<file path="config.mk">
export PLATFORM = sky130hd
export DESIGN_NAME = mem_port_arbiter
export DESIGN_NICKNAME = d
export VERILOG_FILES = /design/src/rtl/mips_mem_pkg.sv /design/src/rtl/mem_port_arbiter.sv
export SDC_FILE = /design/constraint.sdc
export NUM_CORES = 1
export LEC_CHECK = 0
export BUFFER_PORTS_ARGS = -buffer_cell sky130_fd_sc_hd__buf_2
export CELL_PAD_IN_SITES_DETAIL_PLACEMENT = 1
export CELL_PAD_IN_SITES_GLOBAL_PLACEMENT = 1
export CORE_ASPECT_RATIO = 1.1
export CORE_UTILIZATION = 34
export DETAILED_ROUTE_END_ITERATION = 12
export GPL_ROUTABILITY_DRIVEN = 0
export PLACE_DENSITY = 0.77
export SKIP_CTS_REPAIR_TIMING = 1
export SLEW_MARGIN = 20
export SYNTH_ARGS = -nofsm -noshare
export SYNTH_HDL_FRONTEND = slang
export SYNTH_SLANG_ARGS = --single-unit
</file>
<file path="constraint.sdc">
create_clock -name clk -period 2.35 [get_ports clk]
set_input_delay 0.47 -clock clk [delete_from_list [all_inputs] [get_ports clk]]
set_output_delay 0.47 -clock clk [all_outputs]
set_load 0.01 [all_outputs]
</file>
<file path="src/rtl/mips_mem_pkg.sv">
// Shared definitions for the unified instruction/data memory port.
// AW/DW defaults match the core's memory interface.
package mips_mem_pkg;

  localparam int unsigned MEM_AW = 10;
  localparam int unsigned MEM_DW = 32;

  typedef enum logic {
    IDLE,
    RD_WAIT
  } arb_state_e;

  typedef enum logic {
    OWN_IF,
    OWN_D
  } owner_e;

endpackage

</file>
<file path="src/rtl/mem_port_arbiter.sv">
// Serialises fetch and load/store accesses onto one single-ported RAM.
// Data wins arbitration; fetch wins once after STARVE_MAX consecutive losses.
module mem_port_arbiter
  import mips_mem_pkg::*;
#(
  parameter int unsigned AW         = MEM_AW,
  parameter int unsigned DW         = MEM_DW,
  parameter int unsigned MEM_LAT    = 1,
  parameter int unsigned STARVE_MAX = 4
) (
  input  logic          clk,
  input  logic          rst_n,
  input  logic          if_req,
  input  logic [AW-1:0] if_addr,
  output logic          if_gnt,
  output logic          if_rvalid,
  output logic [DW-1:0] if_rdata,
  input  logic          d_req,
  input  logic          d_we,
  input  logic [AW-1:0] d_addr,
  input  logic [DW-1:0] d_wdata,
  output logic          d_gnt,
  output logic          d_rvalid,
  output logic [DW-1:0] d_rdata,
  input  logic          flush,
  output logic          mem_en,
  output logic          mem_we,
  output logic [AW-1:0] mem_addr,
  output logic [DW-1:0] mem_wdata,
  input  logic [DW-1:0] mem_rdata,
  output logic          busy
);

  localparam logic [2:0] LAT_INIT   = 3'(MEM_LAT);
  localparam logic [3:0] STARVE_LIM = 4'(STARVE_MAX);

  arb_state_e  state_q, state_d;
  owner_e      owner_q, owner_d;
  logic [2:0]  latCnt_q, latCnt_d;
  logic [3:0]  starveCnt_q, starveCnt_d;
  logic        cancel_q, cancel_d;
  logic        ifRvalid_q, dRvalid_q;
  logic [DW-1:0] ifRdata_q, dRdata_q;
  logic        ifWin, dWin, readGrant, cancelNow, ifCapture, dCapture;

  // Grants are gated by rst_n so nothing reaches the RAM while reset is held.
  always_comb begin
    ifWin = 1'b0;
    dWin  = 1'b0;
    if (rst_n && state_q == IDLE) begin
      ifWin = if_req && (!d_req || starveCnt_q == STARVE_LIM);
      dWin  = !ifWin && d_req;
    end
    readGrant = ifWin || (dWin && !d_we);
  end

  always_ff @(posedge clk or negedge rst_n) begin
    if (!rst_n) begin
      state_q     <= IDLE;
      owner_q     <= OWN_IF;
      latCnt_q    <= '0;
      starveCnt_q <= '0;
      cancel_q    <= 1'b0;
    end else begin
      state_q     <= state_d;
      owner_q     <= owner_d;
      latCnt_q    <= latCnt_d;
      starveCnt_q <= starveCnt_d;
      cancel_q    <= cancel_d;
    end
  end

  always_comb begin
    state_d     = state_q;
    owner_d     = owner_q;
    latCnt_d    = latCnt_q;
    starveCnt_d = starveCnt_q;
    cancel_d    = cancel_q;
    cancelNow   = cancel_q;
    ifCapture   = 1'b0;
    dCapture    = 1'b0;
    case (state_q)
      IDLE: begin
        cancel_d = 1'b0;
        if (ifWin || !if_req)
          starveCnt_d = '0;
        else if (dWin && starveCnt_q != STARVE_LIM)
          starveCnt_d = starveCnt_q + 4'd1;
        if (readGrant) begin
          state_d  = RD_WAIT;
          latCnt_d = LAT_INIT;
          owner_d  = ifWin ? OWN_IF : OWN_D;
          cancel_d = ifWin && flush;
        end
      end
      RD_WAIT: begin
        latCnt_d  = latCnt_q - 3'd1;
        cancelNow = cancel_q || (owner_q == OWN_IF && flush);
        cancel_d  = cancelNow;
        // A flush arriving in the return cycle still suppresses the fetch data.
        if (latCnt_q == 3'd1) begin
          state_d   = IDLE;
          cancel_d  = 1'b0;
          ifCapture = (owner_q == OWN_IF) && !cancelNow;
          dCapture  = (owner_q == OWN_D);
        end
      end
      default: state_d = IDLE;
    endcase
  end

  always_ff @(posedge clk or negedge rst_n) begin
    if (!rst_n) begin
      ifRvalid_q <= 1'b0;
      dRvalid_q  <= 1'b0;
      ifRdata_q  <= '0;
      dRdata_q   <= '0;
    end else begin
      ifRvalid_q <= ifCapture;
      dRvalid_q  <= dCapture;
      if (ifCapture) ifRdata_q <= mem_rdata;
      if (dCapture)  dRdata_q  <= mem_rdata;
    end
  end

  always_comb begin
    if_gnt    = ifWin;
    d_gnt     = dWin;
    mem_en    = ifWin || dWin;
    mem_we    = dWin && d_we;
    mem_addr  = dWin ? d_addr : if_addr;
    mem_wdata = d_wdata;
    busy      = (state_q == RD_WAIT);
    if_rvalid = ifRvalid_q;
    d_rvalid  = dRvalid_q;
    if_rdata  = ifRdata_q;
    d_rdata   = dRdata_q;
  end

endmodule

</file>
After elaboration in Yosys (flattened, before gate mapping). Index checks and enable logic that the tools add are counted.

Add/subtract/negate cells: 2. Multiply operators: 0. Div/mod/pow operators: 0. Order comparisons: 0. Eq/ne operators: 4. Shift operators: 0. Muxes and demuxes: 18. Bitwise gates (word level): 2. Reduce and logical (&&, ||, !) cells: 22.

Operators by type and width (count): two-way mux 1 bit (11); two-way mux 10 bit (1); logical AND 1 bit (9); two-way mux 4 bit (2); one-hot mux 3 bit (2 select lines) (1); logical NOT 1 bit (5); logical OR 1 bit (5); adder 4 x 1 -> 4 bit (second input constant) (1); == test 4 x 3 -> 1 bit (second input constant) (1); inequality test 4 x 3 -> 1 bit (second input constant) (1); one-hot mux 1 bit (2 select lines) (2); AND reduction 2 bit (2); == test 3 x 1 -> 1 bit (second input constant) (1); two-way mux 3 bit (1); subtractor 3 x 1 -> 3 bit (second input constant) (1); inequality test 2 bit (second input constant) (1); inverter 1 bit (2); nonzero test 2 bit (1).

Bits in registers: 76. Bits in latches: 0. RAM bits: 0. Memory bits (read-only): 0. Bits of input ports: 90. Logic and storage cells: 57. Memories kept: 0.

Logic depth before layout (Yosys ltp).
Depth after elaboration: 10. Mapped depth: 6.

Least setup slack after synthesis. Ideal clock, no wire load.

Kind: flip-flop to output port. Start point: reg starveCnt_q[0]. End point: out mem_addr[0]. Arrival: 1.466 ns. Required time: 1.880 ns. Setup slack: 0.414 ns. Stages on the path, launching flop included: 7. Buffers on the path: 1. Cell sequence: dfrtp_1 > inv_1 > ha_1 > and4b_4 > nand3b_4 > buf_6 > mux2_4.

Cells in the longest elaborated chain, start to end: 7.

Ends and longest elaborated chain: from (decl) (line mem_port_arbiter.sv:40) `logic [3:0] starveCnt_q, starveCnt_d;`; from (signal assigned) (line mem_port_arbiter.sv:68) `starveCnt_q <= starveCnt_d;`; == test 4 x 3 -> 1 bit (line mem_port_arbiter.sv:51) `ifWin = if_req && (!d_req || starveCnt_q == STARVE_LIM);`; logical OR 1 bit (line mem_port_arbiter.sv:51); logical AND 1 bit (line mem_port_arbiter.sv:51); logical NOT 1 bit (line mem_port_arbiter.sv:52) `dWin = !ifWin && d_req;`; logical AND 1 bit (line mem_port_arbiter.sv:52); two-way mux 1 bit (line mem_port_arbiter.sv:50) `if (rst_n && state_q == IDLE) begin`; two-way mux 10 bit (line mem_port_arbiter.sv:131) `mem_addr = dWin ? d_addr : if_addr;`; to (decl) (line mem_port_arbiter.sv:28) `output logic [AW-1:0] mem_addr,`.

Every way passes these cells.

Final worst setup path.
Start point: reg starveCnt_q[1]. End point: out mem_addr[9].

The elaborated chain is that of the path after synthesis.

==> flow_summary.json <==
{
  "port_buffers": 138,
  "finalNonFillerCells": 517,
  "critPathKind": "reg -> out",
  "grt_max_degree": 69,
  "critPathMaxFanout": 6,
  "finalCritPeriodShare": 1.01,
  "path_cells": "inv_2 -> ha_4 -> and4b_4 -> nand3b_4 -> mux2_4 -> buf_6",
  "routedWlPerCell_um": 16.0,
  "startpoint": "starveCnt_q[1]",
  "relSlewSlack": 0.422,
  "multiInputGateArea_um2": 1400,
  "crit-reg2reg-launch": "owner_q",
  "ir_worst_vdd_uv": 391,
  "grt_overflow": 0,
  "placed_cells": 497,
  "max_freq_mhz": 422,
  "design_area_um2": 4670,
  "skew_ps": 5.15,
  "post-route-util": 0.449,
  "violations": "negative setup slack",
  "cts_tree": "yes",
  "critPathRequiredTime_ps": 1880,
  "worstReg2RegEnd": "if_rdata[12]",
  "syn_to_final_growth_pct": 28.5,
  "io_pins": 203,
  "synth_area_leaders": "dfrtp_1 52%, mux2_4 15%, mux2_2 12%",
  "fin_hold_ws_ps": 79.4,
  "rsz0062_at_grt": "yes",
  "synth.distinct_cells": 35,
  "hold_viol_final": 0,
  "placed_area_um2": 4250,
  "path_clk_slew_ps": 50,
  "max_cap_viol_count": 0,
  "yosysMostFrequentCell": "dfrtp_1",
  "critPathBufInv": 2,
  "synth-edff-count": 0,
  "ant_nets": 0,
  "cp_data_arrival_time_ps": 1900,
  "die_w_um": 101,
  "yosysSeqAreaShare": 0.523,
  "rrSetupSlack_ps": 630,
  "die_area_um2": 11100,
  "cts_root_buf": "clkbuf_16",
  "yosys_register_bits": 76,
  "drive_above_1_share": 0.658,
  "setup_violations": 6,
  "ctsHtreeMaxLevel": 3,
  "slowest_delay_ps": 420,
  "ff2ff_path_depth": 4,
  "numCtsBuffers": 9,
  "setup_tns_ps": -93.2,
  "antenna_cells": 0,
  "status": "complete, but fails checks",
  "core-area_um2": 10400,
  "drv_slew": 0,
  "grt_util_all_layers": 0.154,
  "cts_buffer_depth": 2,
  "grt_pass1_wl_um": 13100,
  "synth_largest_area_cell": "dfrtp_1",
  "avgViaCountPerCell": 4.68,
  "slowest_stage": "dfrtp_1",
  "cp_top_family": "simple AND/OR/NAND/NOR gates",
  "rows": 39,
  "drt_first_pass_iters": 4,
  "hold_path_class": "in -> async",
  "critPathCaptureType": "primary output",
  "nets": 464,
  "start_util": 0.350,
  "p_per_area_nw_per_um2": 1270,
  "synthesis.area_um2": 3630,
  "nFillCells": 1115,
  "drt_iter0_markers": 38,
  "synthTopCellsByCount": "76 x dfrtp_1, 38 x mux2_2, 37 x mux2_4, 32 x buf_4, 12 x inv_1",
  "dp_hpwl_um": 5870,
  "synth_top_area_share": 0.523,
  "antenna_found_initial": 1,
  "clk_latency_ps": 330,
  "clkSinkCount": 76,
  "drt-total-wl_um": 8260,
  "fin_crit_ps": 2370,
  "leakagePower_nw": 2.53,
  "yosysWarningCount": 0,
  "grt_pass1_vias": 2576,
  "synth_nets": 347,
  "drc": 0,
  "tightest_slew_ps": 866,
  "dr_total_vias": 2421,
  "postSynth.asyncResetShare": 1.00,
  "seq_area_um2": 1900,
  "synth_flop_cell": "dfrtp_1",
  "setup_ws_ps": -17.3,
  "syn_area_per_cell_um2": 14.4,
  "dieHeight_um": 110,
  "synthCells": 253,
  "startpoint_type": "flop"
}
[cell usage in the layout, fill, tap and decap left out, types with 2 or more instances in the layout]
cell	instances
a21oi_1	2
buf_12	2
buf_2	127
buf_4	9
buf_6	10
clkbuf_1	2
clkbuf_16	9
dfrtp_1	75
ha_1	3
inv_1	10
inv_2	2
mux2_2	36
mux2_4	39
nand2_1	2
nand3b_1	2
nand3b_4	2
nand4_1	3
nor2_1	3
nor2b_1	6
o21ai_0	5
o31ai_1	2
[cell type report]
class / count / share of cell area
Inverter: 12 / 0.00965
Timing Repair Buffer: 148 / 0.183
Sequential cell: 76 / 0.408
Tap cell: 143 / 0.0383
Multi-Input combinational cell: 123 / 0.300
Clock inverter: 4 / 0.0110
Clock buffer: 11 / 0.0498
[where the power goes]
group | switching (mW) | internal [mW] | leakage (nW)
registers | 0.340 | 1.92 | 0.960
clock network | 0.517 | 0.816 | 0.136
logic | 1.02 | 1.30 | 1.43
total | 1.87 | 4.04 | 2.53
[worst max path at each step]
stage / to / slack, ps / cells after the start
after floorplan: mem_addr[0] / 410 / 6
after global placement: mem_addr[4] / 230 / 5
after detailed placement: mem_addr[4] / 190 / 5
after CTS: mem_addr[4] / -160 / 6
after global routing: mem_addr[1] / -80 / 6
final: mem_addr[9] / -20 / 6
[sequential cells by signal (all words and copies together) (netlist names)]
signal	flops
owner_q	1
cancel_q	1
latCnt_q	3
busy	1
if_rdata	32
d_rdata	32
if_rvalid	1
starveCnt_q	4
d_rvalid	1
[layer usage]
| layer | GRT usage | share of wire |
|---|---|---|
| met1 | 0.174 | 0.40 |
| met2 | 0.268 | 0.51 |
| met3 | 0.0361 | 0.062 |
| met4 | 0.0792 | 0.021 |
| met5 | 0 | 0.0016 |
[metrics by stage]
| stage | total power [mW] | setup slack (ps) |
|---|---|---|
| 4_1_cts | 5.92 | -165 |
| 3_5_place_dp | 4.56 | 195 |
| 2_1_floorplan | 3.66 | 414 |
| 3_3_place_gp | 4.45 | 228 |
| 6_report | 5.91 | -17.3 |
| 5_1_grt | 6.28 | -83.7 |
[cells by family after synthesis]
family | after synthesis | synth area share
AO/OA/AOI/OAI | 17 | 0.0317
XOR/XNOR | 2 | 0.00482
AND/OR/NAND/NOR | 23 | 0.0513
flip-flops | 76 | 0.523
buffers and inverters | 55 | 0.102
adder cells (fa/ha/maj) | 4 | 0.0138
multiplexers | 76 | 0.273
Power figures use the tool's default switching activity.
